--- src/rtl/bp_nonsynth_cfg_loader.sv ---
// Boot-time cfg-bus sequencer: programs each core's cfg registers, then unfreezes all cores.
// Optional BP_CFG_LOADER_READBACK_EN: reads back each cfg write and flags mismatches on error_o.
module bp_nonsynth_cfg_loader #(
  parameter int          num_core_p      = 1,
  parameter int          core_id_width_p = 4,
  parameter int          data_width_p    = 64,
  parameter logic [63:0] boot_pc_p       = 64'h8000_0000,
  parameter int          cce_mode_p      = 1
) (
  input  logic                         clk_i,
  input  logic                         reset_n_i,
  output logic                         cfg_v_o,
  output logic                         cfg_w_o,
  output logic [core_id_width_p+15:0]  cfg_addr_o,
  output logic [data_width_p-1:0]      cfg_data_o,
  input  logic                         cfg_ready_i,
  input  logic                         resp_v_i,
  input  logic [data_width_p-1:0]      resp_data_i,
  output logic                         resp_ready_o,
  output logic                         done_o,
  output logic                         error_o
);
  // state       | meaning
  // S_RESET     | one idle cycle after reset release
  // S_CFG       | write reg_idx of core_idx
  // S_RD        | read back the register just written
  // S_WAIT_RESP | wait for the readback response
  // S_UNFREEZE  | clear FREEZE on core_idx
  // S_DONE      | sequence complete
  localparam int CoreCntW = (num_core_p > 1) ? $clog2(num_core_p) : 1;
  localparam logic [CoreCntW-1:0] LastCore = CoreCntW'(num_core_p - 1);
  localparam logic [15:0] OffFreeze = 16'h0010;
  localparam logic [15:0] OffNpc    = 16'h0020;
  localparam logic [15:0] OffIcache = 16'h0030;
  localparam logic [15:0] OffDcache = 16'h0040;
  localparam logic [15:0] OffCce    = 16'h0050;

  typedef enum logic [2:0] {S_RESET, S_CFG, S_RD, S_WAIT_RESP, S_UNFREEZE, S_DONE} state_e;

  state_e                  state_q, state_d;
  logic [2:0]              reg_idx_q, reg_idx_d;
  logic [CoreCntW-1:0]     core_idx_q, core_idx_d;
  logic                    done_q;
  logic                    advance;
  logic [15:0]             reg_off, off;
  logic [data_width_p-1:0] reg_val;

  always_comb begin
    reg_off = OffFreeze;
    reg_val = data_width_p'(1);
    unique case (reg_idx_q)
      3'd1: begin
        reg_off = OffNpc;
        reg_val = data_width_p'(boot_pc_p);
      end
      3'd2: reg_off = OffIcache;
      3'd3: reg_off = OffDcache;
      3'd4: begin
        reg_off = OffCce;
        reg_val = data_width_p'(cce_mode_p);
      end
      default: ;
    endcase
  end

`ifdef BP_CFG_LOADER_READBACK_EN
  logic error_q, error_d;
`else
  logic unused_resp;
  assign unused_resp = ^{resp_v_i, resp_data_i};
`endif

  always_comb begin
    state_d    = state_q;
    reg_idx_d  = reg_idx_q;
    core_idx_d = core_idx_q;
    advance    = 1'b0;
    cfg_v_o    = 1'b0;
    off        = 16'h0000;
    cfg_data_o = '0;
`ifdef BP_CFG_LOADER_READBACK_EN
    cfg_w_o      = 1'b0;
    resp_ready_o = 1'b0;
    error_d      = error_q;
`else
    cfg_w_o      = 1'b1;
    resp_ready_o = 1'b1;
`endif
    unique case (state_q)
      S_RESET: state_d = S_CFG;
      S_CFG: begin
        cfg_v_o    = 1'b1;
        off        = reg_off;
        cfg_data_o = reg_val;
`ifdef BP_CFG_LOADER_READBACK_EN
        cfg_w_o = 1'b1;
        if (cfg_ready_i) state_d = S_RD;
`else
        advance = cfg_ready_i;
`endif
      end
`ifdef BP_CFG_LOADER_READBACK_EN
      S_RD: begin
        cfg_v_o    = 1'b1;
        off        = reg_off;
        cfg_data_o = reg_val;
        if (cfg_ready_i) state_d = S_WAIT_RESP;
      end
      S_WAIT_RESP: begin
        resp_ready_o = 1'b1;
        if (resp_v_i) begin
          advance = 1'b1;
          if (resp_data_i != reg_val) error_d = 1'b1;
        end
      end
`endif
      S_UNFREEZE: begin
        cfg_v_o = 1'b1;
        off     = OffFreeze;
`ifdef BP_CFG_LOADER_READBACK_EN
        cfg_w_o = 1'b1;
`endif
        if (cfg_ready_i) begin
          if (core_idx_q == LastCore) begin
            core_idx_d = '0;
            state_d    = S_DONE;
          end else begin
            core_idx_d = core_idx_q + 1'b1;
          end
        end
      end
      S_DONE: ;
      default: state_d = S_RESET;
    endcase

    // Register index wraps together with the core step; the last core hands over to unfreeze.
    if (advance) begin
      state_d = S_CFG;
      if (reg_idx_q == 3'd4) begin
        reg_idx_d = '0;
        if (core_idx_q == LastCore) begin
          core_idx_d = '0;
          state_d    = S_UNFREEZE;
        end else begin
          core_idx_d = core_idx_q + 1'b1;
        end
      end else begin
        reg_idx_d = reg_idx_q + 3'd1;
      end
    end
  end

  assign cfg_addr_o = {core_id_width_p'(core_idx_q), off};
  assign done_o     = done_q;

  always_ff @(posedge clk_i or negedge reset_n_i) begin
    if (!reset_n_i) begin
      state_q    <= S_RESET;
      reg_idx_q  <= '0;
      core_idx_q <= '0;
      done_q     <= 1'b0;
    end else begin
      state_q    <= state_d;
      reg_idx_q  <= reg_idx_d;
      core_idx_q <= core_idx_d;
      done_q     <= done_q | (state_q == S_DONE);
    end
  end

`ifdef BP_CFG_LOADER_READBACK_EN
  always_ff @(posedge clk_i or negedge reset_n_i) begin
    if (!reset_n_i) error_q <= 1'b0;
    else            error_q <= error_d;
  end
  assign error_o = error_q;
`else
  assign error_o = 1'b0;
`endif

endmodule

--- config.mk ---
export PLATFORM = sky130hd
export DESIGN_NAME = bp_nonsynth_cfg_loader
export DESIGN_NICKNAME = d
export VERILOG_FILES = /design/src/rtl/bp_nonsynth_cfg_loader.sv
export SDC_FILE = /design/constraint.sdc
export NUM_CORES = 1
export LEC_CHECK = 0
export BUFFER_PORTS_ARGS = -buffer_cell sky130_fd_sc_hd__buf_2
export CORE_ASPECT_RATIO = 1.75
export CORE_UTILIZATION = 31
export DETAILED_ROUTE_END_ITERATION = 7
export GPL_TIMING_DRIVEN = 0
export PLACE_DENSITY = 0.81
export REMOVE_ABC_BUFFERS = 1
export SLEW_MARGIN = 5
export SYNTH_ARGS = -nofsm -noshare
export SYNTH_HDL_FRONTEND = slang
export SYNTH_SLANG_ARGS = --single-unit
--- constraint.sdc ---
create_clock -name clk_i -period 2 [get_ports clk_i]
set_input_delay 0.4 -clock clk_i [delete_from_list [all_inputs] [get_ports clk_i]]
set_output_delay 0.4 -clock clk_i [all_outputs]
set_load 0.02 [all_outputs]
Word-level counts from Yosys, hierarchy flattened:

Index checks and enable logic that the tools add are counted.

* register bits: 8
* latch bits: 0
* memory bits (writable): 0
* bits in read-only memories: 0
* input bits: 68
* output and inout bits: 89
* word-level logic and storage cells: 39
* memories: 0

* $add $sub $neg: 2
* multiply operators: 0
* divide/modulo/power cells: 0
* magnitude comparators: 0
* eq/ne operators: 10
* shift-type cells: 0
* muxes and demuxes: 18
* bitwise operators: 1
* reduce and logical (&&, ||, !) cells: 4

Operators by type and width (count)
* two-way mux 64 bit: 1
* two-way mux 32 bit: 1
* one-hot mux 16 bit (2 select lines): 1
* one-hot mux 7 bit (4 select lines): 1
* two-way mux 3 bit: 6
* equality test 3 bit (second input constant): 3
* one-hot mux 3 bit (3 select lines): 1
* two-way mux 1 bit: 7
* equality test 3 x 1 -> 1 bit (second input constant): 2
* equality test 3 x 2 -> 1 bit (second input constant): 2
* != test 3 bit (second input constant): 2
* OR reduction 2 bit: 2
* adder 3 x 1 -> 3 bit (second input constant): 1
* zero test 3 bit: 1
* AND reduction 3 bit: 1
* != test 2 x 1 -> 1 bit (second input constant): 1
* adder 1 bit (second input constant): 1
* bitwise OR 1 bit: 1

Logic depth before layout (Yosys ltp):

Gate-level depths: netlist of the first run.

* depth after elaboration: 6
* depth in mapped cells: 6
* gate-level depth less buffers: 5

Least setup slack after synthesis of the first run:

OpenSTA, ideal clock, no wires.

* path kind: register to output
* from: register state_q[2]
* to: output cfg_addr_o[6]
* arrival time: 1.271 ns
* required time: 1.600 ns
* setup slack: 0.329 ns
* stages on the path, launching flop included: 5
* path buffers: 0
* path through: dfrtp_1 > inv_1 > ha_1 > nand2_1 > a21oi_1

* cells in the longest elaborated chain, start to end: 2
* elaborated cells between the ends (all ways): 3
* those cells by class: eq/ne (2); mux (1)

RTL lines
* start, declared: line 40 `state_e state_q, state_d;`
* start signal, assigned: line 163 `state_q <= state_d;`
* equality test 3 bit or equality test 3 x 1 -> 1 bit (tied branches): line 89 `unique case (state_q)`
* one-hot mux 16 bit (2 select lines) *: line 89
* end, declared: line 14 `output logic [core_id_width_p+15:0] cfg_addr_o,`

Every way passes the cells marked *; elsewhere a longest branch is shown, timed or not.

Worst setup path after layout of the first run:

* from: register state_q[2]
* to: output cfg_addr_o[4]

The elaborated chain is that of the path after synthesis.

==> out/qor.yml, run 1 <==
status:
  status: "complete, no violations"
drt:
  avgViaCountPerCell: 3.34
  drt_first_iter_violations: 8
  wire_per_inst_microns: 6.78
  routed_wl_microns: 1340
  drc: 0
  vias: 662
  detail-route-antenna-nets: 0
  dr.pass1.iters: 4
min_path:
  hold_path.class: "in -> async"
critical_path:
  crit_chain: "inv_1, ha_2, o21ai_1, a21boi_1, buf_2"
  crit_type: "reg -> out"
  cp-end-kind: "output pin"
  cp_slowest_stage_delay_ns: 0.41
  startpoint_type: "flip-flop"
  cp_max_fo: 13
  crit_arrival_ns: 1.47
  crit_slowest_cell: "dfrtp_1"
  critPathRequiredTime_ns: 1.60
  crit_family: "flip-flops"
  path_buf_inv: 2
yosys:
  yosysMostFrequentCell: "buf_4"
  syn_avg_cell_area_sq_um: 7.94
  synth_flop_cell: "dfrtp_1"
  seq_area_frac_synth_pct: 15.4
  synth-seq-cells: 7
  yosysWarnings: 0
  synth_edf_count: 0
  yosys.cell_types.count: 23
  syn_inst: 143
  synth.area.top_cells: "buf_4 (54%), dfrtp_1 (15%), ha_1 (8.8%), inv_1 (2.6%), nand2_1 (2.3%)"
  yosysTopAreaCellShare_pct: 54.2
  synth-async-reset-ratio_pct: 100
  synth_area_leader_cell: "buf_4"
  synthTopCellsByCount: "buf_4 (82), ha_1 (8), inv_1 (8)"
  syn_area_sq_um: 1130
global_route:
  antenna_found_initial: 0
  grt.overflow.total: 0
  grt_pass1_vias: 466
  grt_max_degree: 14
  grt_pass1_wl_microns: 1910
  grtUsageTotal_pct: 6.63
floorplan:
  dieHeight_microns: 82.0
  row_count: 28
  core_area_sq_um: 3430
  start_util_pct: 33.1
  dieWidth_microns: 47.7
  dieArea_sq_um: 3920
  pin_count: 157
clock_tree:
  cts-htree-levels: 1
  tritoncts: "built"
  clk_latency_ns: 0.22
  ctsRootBufferMaster: "clkbuf_8"
  cts_buffer_depth: 2
  path_clk_slew_ns: 0.04
  cts_sinks: 7
  post_cts_buffers: 0
  numCtsBuffers: 3
pwr:
  peakVddDrop_mv: 0.598
  p_leak_uw: 0.000579
  p_per_area_nw_per_um2: 487
timing:
  post-route-period-util_pct: 93.5
  rsz0062_at_grt: "false"
  final_max_slew_viol_count: 0
  fin_crit_ns: 1.87
  finalHoldViolations: 0
  setup_viol: 0
  fin_worst_hold_slack_ns: 0.000317
  clock.fmax_mhz: 535
  tns_ns: 0
  skew_ns: 0.00203
placement:
  hpwl_microns: 1210
  port_buffers: 10
  gp_congestion: 0.775
cells_and_area:
  antenna_cells: 0
  syn_to_final_growth_pct: -15.0
  layout-drive-gt1-share_pct: 9.80
  fillers: 390
  final_net_count: 230
run:
  drv_cap: 0
-- where the power goes --
part	internal (uW)	leakage [uW]	switching (uW)
Combinational	1.80	0.000479	138
Clock	137	0.0000228	50.8
Sequential	142	0.0000769	0
-- final cells by class --
type	instances	area [sq um]	area share, %
Clock buffer	4	45.0	4.67
Inverter	8	30.0	3.11
Multi-Input combinational cell	124	608	63.0
Sequential cell	7	175	18.2
Tap cell	45	56.3	5.84
Timing Repair Buffer	10	50.0	5.19
-- metrics by stage --
| step | total power [uW] | cells | setup slack, ns | util, % | area [sq um] |
|---|---|---|---|---|---|
| finish | 470 | 198 | 0.131 | 28.1 | 965 |
| global route | 503 | 198 | 0.0248 | 28.1 | 965 |
| CTS | 472 | 198 | 0.00977 | 28.0 | 962 |
| detailed placement | 281 | 194 | 0.241 | 26.7 | 917 |
| global placement | 281 | 194 | 0.254 | 26.7 | 917 |
| floorplan | 276 | 139 | 0.329 | - | 811 |
-- state kept, by name, indices dropped and copies added (netlist names) --
| register | cells |
|---|---|
| core_idx_q | 1 |
| done_o | 1 |
| reg_idx_q | 3 |
| state_q | 2 |
-- logic make-up after synthesis --
| kind of cell | synth area share (%) |
|---|---|
| AO/OA/AOI/OAI | 10.0 |
| multiplexers | 0.882 |
| flip-flops | 15.4 |
| buffers and inverters | 57.3 |
| adder cells (fa/ha/maj) | 8.82 |
| other | 0.662 |
| AND/OR/NAND/NOR | 6.84 |
-- path summary, 6_finish.rpt --
kind                              from            end  slack [ns]  cells after the start
max in group asynchronous    reset_n_i   reg_idx_q[1]        1.85                      1
min in group clk_i         cfg_ready_i     core_idx_q        0.43                      2
max reg2reg                 state_q[2]     state_q[2]        0.35                      5
min reg2reg                     done_o         done_o        0.45                      1
min                          reset_n_i     state_q[2]      0.0003                      1
max                         state_q[2]  cfg_addr_o[4]        0.13                      5
-- placed cells by master, fill, tap and decap left out --
cell type	instances
a31o_1	1
clkbuf_8	3
mux2i_1	1
ha_1	7
nand2b_1	1
nor2_1	3
clkbuf_1	1
and3_1	1
ha_2	1
nand2_1	7
o21bai_1	2
or2_2	1
o2111a_1	1
dfrtp_1	7
o2bb2ai_1	1
conb_1	81
o21ai_1	5
inv_1	8
nand4_1	1
a311o_1	1
a21oi_1	4
nand3_1	2
a21boi_1	2
buf_2	10
nor3_1	1
-- layer usage --
metal	vias to the layer above	global-route usage, %	routed length [microns]
li1	309	-	-
met1	276	5.85	388
met2	77	13.5	729
met3	0	2.86	225
met4	0	0	0
met5	-	0	0
-- timing repair --
| action | CTS | global route |
|---|---|---|
| hold buffers | 0 | 0 |
| resized for setup | 0 | 1 |
| hold endpoints to repair | 0 | 0 |
| endpoints found under the setup margin | 0 | 5 |
No activity file was read; power rests on OpenSTA's default activity.
==> run 2: changes to the inputs <==
CORE_ASPECT_RATIO = not set   (was 1.75)
CORE_UTILIZATION = 33   (was 31)
PLACE_DENSITY = 0.86   (was 0.81)
clock period = 2.3 ns   (was 2 ns; I/O delays follow)
==> run 2 against run 1 <==
Die area down 6.1%; worst setup slack improved by 0.096 ns; clock skew hardly changed; via count shrank 5.6%; register-to-register slack gained 0.22 ns; global-route usage about the same; sequential cell count is the same; wire length decreased by 3.5%; sequential power is 13% lower; cell count down 0.51%; first-iteration DRC count is 130% higher; critical path depth is the same; highest routed layer unchanged; largest power group is now registers.
==> out/qor.yml, run 2 (synthesized netlist as in run 1, its figures left out) <==
status:
  status: "complete, no violations"
critical_path:
  reg2reg_slack_ns: 0.57  # +0.22 ns
  cp_slowest_stage_delay_ns: 0.41  # about the same
  crit_type: "reg -> out"
  startpoint_type: "flip-flop"
  crit_arrival_ns: 1.61  # +0.14 ns
  crit_slowest_cell: "dfrtp_1"
  r2r-end: "state_q[2]"
  critPathRequiredTime_ns: 1.84  # +0.24 ns
  cp-end-kind: "output pin"
  r2r_cells: 5  # unchanged
  r2r_start: "state_q[2]"
  cp_max_fo: 13  # unchanged
  crit_chain: "inv_1, ha_1, nand2_1, a21oi_1, buf_2"
global_route:
  grtUsageTotal_pct: 6.66  # +0.028 points
  grt_pass1_wl_microns: 1710  # -10%
  grt_max_degree: 14  # unchanged
  grt.overflow.total: 0  # unchanged
  antenna_found_initial: 0  # unchanged
  grt_pass1_vias: 429  # -7.9%
pwr:
  peakVddDrop_mv: 0.0670  # -89%
  p_per_area_nw_per_um2: 370  # -24%
  p_leak_uw: 0.000572  # -1.1%
cells_and_area:
  final_util_pct: 29.9  # +1.8 points
  syn_to_final_growth_pct: -17.0
  largest_reg_flops: 3  # unchanged
  top_regs: "reg_idx_q (3), state_q (2)"
  regMostFlops: "reg_idx_q"
  layout-drive-gt1-share_pct: 9.15  # -0.65 points
  final_common_cell: "conb_1"
  mostFrequentLayoutCells: "conb_1 (81), buf_2 (10), inv_1 (8), ha_1 (8)"
  final_net_count: 230  # unchanged
  antenna_cells: 0  # unchanged
drt:
  wire_per_inst_microns: 6.58  # -3.0%
  dr.pass1.iters: 4  # unchanged
  avgViaCountPerCell: 3.17  # -5.1%
  routed_wl_microns: 1300  # -3.5%
  drc: 0  # unchanged
  detail-route-antenna-nets: 0  # unchanged
  drt_first_iter_violations: 18  # +10
  vias: 625  # -5.6%
floorplan:
  dieArea_sq_um: 3680  # -6.1%
  row_count: 20  # -29%
  dieWidth_microns: 60.6  # +27%
  start_util_pct: 36.0  # +2.9 points
  dieHeight_microns: 60.6  # -26%
  core_area_sq_um: 3150  # -8.2%
  pin_count: 157  # unchanged
clock_tree:
  numCtsBuffers: 3  # unchanged
  cts_sinks: 7  # unchanged
  cts_buffer_depth: 2  # unchanged
  clk_latency_ns: 0.24  # +0.02 ns
  cts-htree-levels: 1  # unchanged
  path_clk_slew_ns: 0.05  # about the same
  post_cts_buffers: 0  # unchanged
  cts_hold_buffers: 0  # unchanged
  ctsRootBufferMaster: "clkbuf_4"
  tritoncts: "built"
  post_cts_resized: 0  # unchanged
placement:
  port_buffers: 10  # unchanged
  hpwl_microns: 1150  # -5.2%
  gp_congestion: 0.824  # +6.3%
timing:
  tns_ns: 0  # unchanged
  post-route-period-util_pct: 90.1
  final_max_slew_viol_count: 0  # unchanged
  rsz0062_at_grt: "false"
  skew_ns: 0.00153  # -0.000499 ns
  clock.fmax_mhz: 482
  fin_crit_ns: 2.07
  finalHoldViolations: 0  # unchanged
  setup_viol: 0  # unchanged
min_path:
  hold_path.class: "in -> async"
run:
  drv_cap: 0  # unchanged
run 2: cell count changes in the layout (fill, tap and decap cells not counted):
| cell | previous run | this run |
|---|---|---|
| clkbuf_4 | 0 | 3 |
| clkbuf_8 | 3 | 0 |
| ha_1 | 7 | 8 |
| ha_2 | 1 | 0 |
run 2: layer usage:
layer	GRT usage, %	wire length [microns]	up-vias
met4	6.17	0	0
met5	0	0	-
met3	2.56	145	0
met2	9.73	672	47
li1	-	-	307
met1	7.42	479	271
run 2: worst max-delay path, delay by kind of cell (launching register included):
kind / cells / cell delay, ns
DFF: 1 / 0.41
adders and majority gates: 1 / 0.38
buffers and inverters: 2 / 0.31
AOI/OAI and AO/OA: 1 / 0.16
and+or+nand+nor: 1 / 0.11
run 2: metrics by stage:
step	total power (uW)	hold slack, ns	setup slack, ns	std cells	cell area (sq um)
after global placement	245	0.292	0.543	193	916
after global routing	369	0.0399	0.102	197	942
after floorplan	240	0.164	0.569	139	811
after CTS	352	0.0289	0.247	197	942
after detailed placement	245	0.293	0.514	193	916
final	348	0.0363	0.227	197	942
run 2: worst max-delay path by stage:
stage	from	end	depth (start not counted)	slack [ns]
final	state_q[2]	cfg_addr_o[6]	5	0.23
after CTS	state_q[2]	cfg_addr_o[6]	5	0.25
after global placement	state_q[2]	cfg_addr_o[4]	5	0.54
after detailed placement	state_q[2]	cfg_addr_o[6]	5	0.51
after floorplan	state_q[2]	cfg_addr_o[6]	4	0.57
after global routing	state_q[2]	cfg_addr_o[6]	5	0.10
run 2: final cells by class:
class | instances | area, sq um
Timing Repair Buffer | 10 | 50.0
Tap cell | 44 | 55.1
Multi-Input combinational cell | 124 | 606
Clock buffer | 4 | 26.3
Sequential cell | 7 | 175
Inverter | 8 | 30.0
Fill cell | 365 | 2210
run 2: report_power, final:
part	internal [uW]	leakage [uW]	switching, uW
clock	65.7	0.0000150	37.5
sequential	124	0.0000769	0
combinational	1.56	0.000481	120
==> run 3: changes to the inputs <==
PLACE_DENSITY = 0.9   (was 0.86)
==> run 3 against run 2 <==
Largest power group unchanged; global-route usage hardly changed; sequential cell count stayed put; sequential power is essentially flat; clock power is essentially flat.
==> out/qor.yml, run 3 (synthesized netlist as in run 1, its figures left out) <==
status:
  status: "complete, no violations"
placement:
  hpwl_microns: 1110  # -3.5%
  gp_congestion: 0.856  # +3.9%
  port_buffers: 10  # unchanged
critical_path:
  reg2reg_slack_ns: 0.59  # +0.02 ns
  startpoint_type: "flip-flop"
  cp_num_cells: 5  # unchanged
  critPathRequiredTime_ns: 1.84  # about the same
  crit_start: "state_q[2]"
  r2r_start: "state_q[2]"
  cp_max_fo: 13  # unchanged
  cp-end-kind: "output pin"
  r2r_cells: 5  # unchanged
  crit_family: "flip-flops"
  cp_slowest_stage_delay_ns: 0.41  # about the same
  crit_arrival_ns: 1.58  # -0.03 ns
  crit_slowest_cell: "dfrtp_1"
  crit_type: "reg -> out"
  path_buf_inv: 2  # unchanged
  crit_chain: "inv_1, ha_1, o21ai_1, a21boi_1, buf_2"
  r2r-end: "state_q[2]"
  endpoint: "cfg_addr_o[4]"
clock_tree:
  post_cts_buffers: 0  # unchanged
  clk_latency_ns: 0.24  # about the same
  cts_sinks: 7  # unchanged
  path_clk_slew_ns: 0.05  # about the same
  post_cts_resized: 0  # unchanged
  ctsRootBufferMaster: "clkbuf_4"
  cts_hold_buffers: 0  # unchanged
  numCtsBuffers: 3  # unchanged
  cts-htree-levels: 1  # unchanged
  tritoncts: "built"
  cts_buffer_depth: 2  # unchanged
pwr:
  peakVddDrop_mv: 0.0702  # +4.8%
  power.total_uw: 350  # +0.51%
  p_leak_uw: 0.000572  # unchanged
  p_per_area_nw_per_um2: 372  # +0.51%
timing:
  skew_ns: 0.000101  # -0.00143 ns
  rsz0062_at_grt: "false"
  finalHoldViolations: 0  # unchanged
  fin_crit_ns: 2.04  # -0.0374 ns
  final_max_slew_viol_count: 0  # unchanged
  setup_viol: 0  # unchanged
  tns_ns: 0  # unchanged
  clock.fmax_mhz: 491  # +1.8%
  post-route-period-util_pct: 88.5  # -1.6 points
drt:
  routed_wl_microns: 1270  # -2.4%
  dr.pass1.iters: 4  # unchanged
  drc: 0  # unchanged
  avgViaCountPerCell: 3.18  # +0.32%
  vias: 627  # +0.32%
  wire_per_inst_microns: 6.42  # -2.4%
  drt_first_iter_violations: 56  # +38
  detail-route-antenna-nets: 0  # unchanged
cells_and_area:
  top_regs: "reg_idx_q (3), state_q (2)"
  layout-drive-gt1-share_pct: 9.15  # unchanged
  antenna_cells: 0  # unchanged
  regMostFlops: "reg_idx_q"
  largest_reg_flops: 3  # unchanged
  final_net_count: 230  # unchanged
  final_common_cell: "conb_1"
  mostFrequentLayoutCells: "conb_1 (81), buf_2 (10), inv_1 (8), ha_1 (8)"
  syn_to_final_growth_pct: -17.0  # unchanged
floorplan:
  row_count: 20  # unchanged
  start_util_pct: 36.0  # unchanged
  dieArea_sq_um: 3680  # unchanged
  dieWidth_microns: 60.6  # unchanged
  core_area_sq_um: 3150  # unchanged
  dieHeight_microns: 60.6  # unchanged
  pin_count: 157  # unchanged
global_route:
  grtUsageTotal_pct: 6.66  # about the same
  grt.overflow.total: 0  # unchanged
  grt_max_degree: 14  # unchanged
  grt_pass1_vias: 431  # +0.47%
  antenna_found_initial: 0  # unchanged
  grt_pass1_wl_microns: 1740  # +1.6%
min_path:
  hold_path.class: "in -> async"
run:
  drv_cap: 0  # unchanged
-- run 3: cell counts in the layout (fill, tap and decap cells not counted) --
No cell type changed its count.
-- run 3: metal layers --
metal	share of wire [%]	routed length, microns	global-route usage (%)	vias to the layer above
li1	-	-	-	308
met1	36	459	7.41	268
met2	51	640	10.4	49
met3	12	155	2.56	2
met4	0.71	9	4.87	0
met5	0	0	0	-
-- run 3: power breakdown --
part / internal (uW) / switching (uW) / total (uW)
Clock: 65.8 / 39.2 / 105
Combinational: 1.56 / 120 / 122
Sequential: 123 / 0 / 123
-- run 3: layout make-up --
| cell class | instances | area (sq um) |
|---|---|---|
| clock buffers | 4 | 26.3 |
| fillers | 366 | 2210 |
| inverters | 8 | 30.0 |
| multi-input cells | 124 | 606 |
| flip-flops and latches | 7 | 175 |
| well taps | 44 | 55.1 |
| repair buffers | 10 | 50.0 |
-- run 3: worst min-delay path by stage --
stage	start	to	slack, ns	depth (start not counted)
final	reset_n_i	state_q[0]	0.04	1
after global routing	reset_n_i	state_q[0]	0.04	1
after CTS	reset_n_i	reg_idx_q[2]	0.03	1
after detailed placement	reset_n_i	done_o	0.29	1
after global placement	reset_n_i	done_o	0.29	1
after floorplan	reset_n_i	core_idx_q	0.16	0
-- run 3: worst register-to-register path: stages, from the launching register on --
cell and delay [ns]:
dfrtp_1 0.41, inv_1 0.11, ha_1 0.37, o21bai_1 0.14, a31o_1 0.23, a311o_1 0.34
-- run 3: metrics by stage --
step	setup slack, ns	hold WS [ns]	util [%]	area (sq um)	instances
after floorplan	0.569	0.164	-	811	139
after global placement	0.546	0.291	29.0	916	193
after detailed placement	0.530	0.294	29.0	916	193
after CTS	0.256	0.0267	29.9	942	197
after global routing	0.114	0.0369	29.9	942	197
final	0.264	0.0375	29.9	942	197
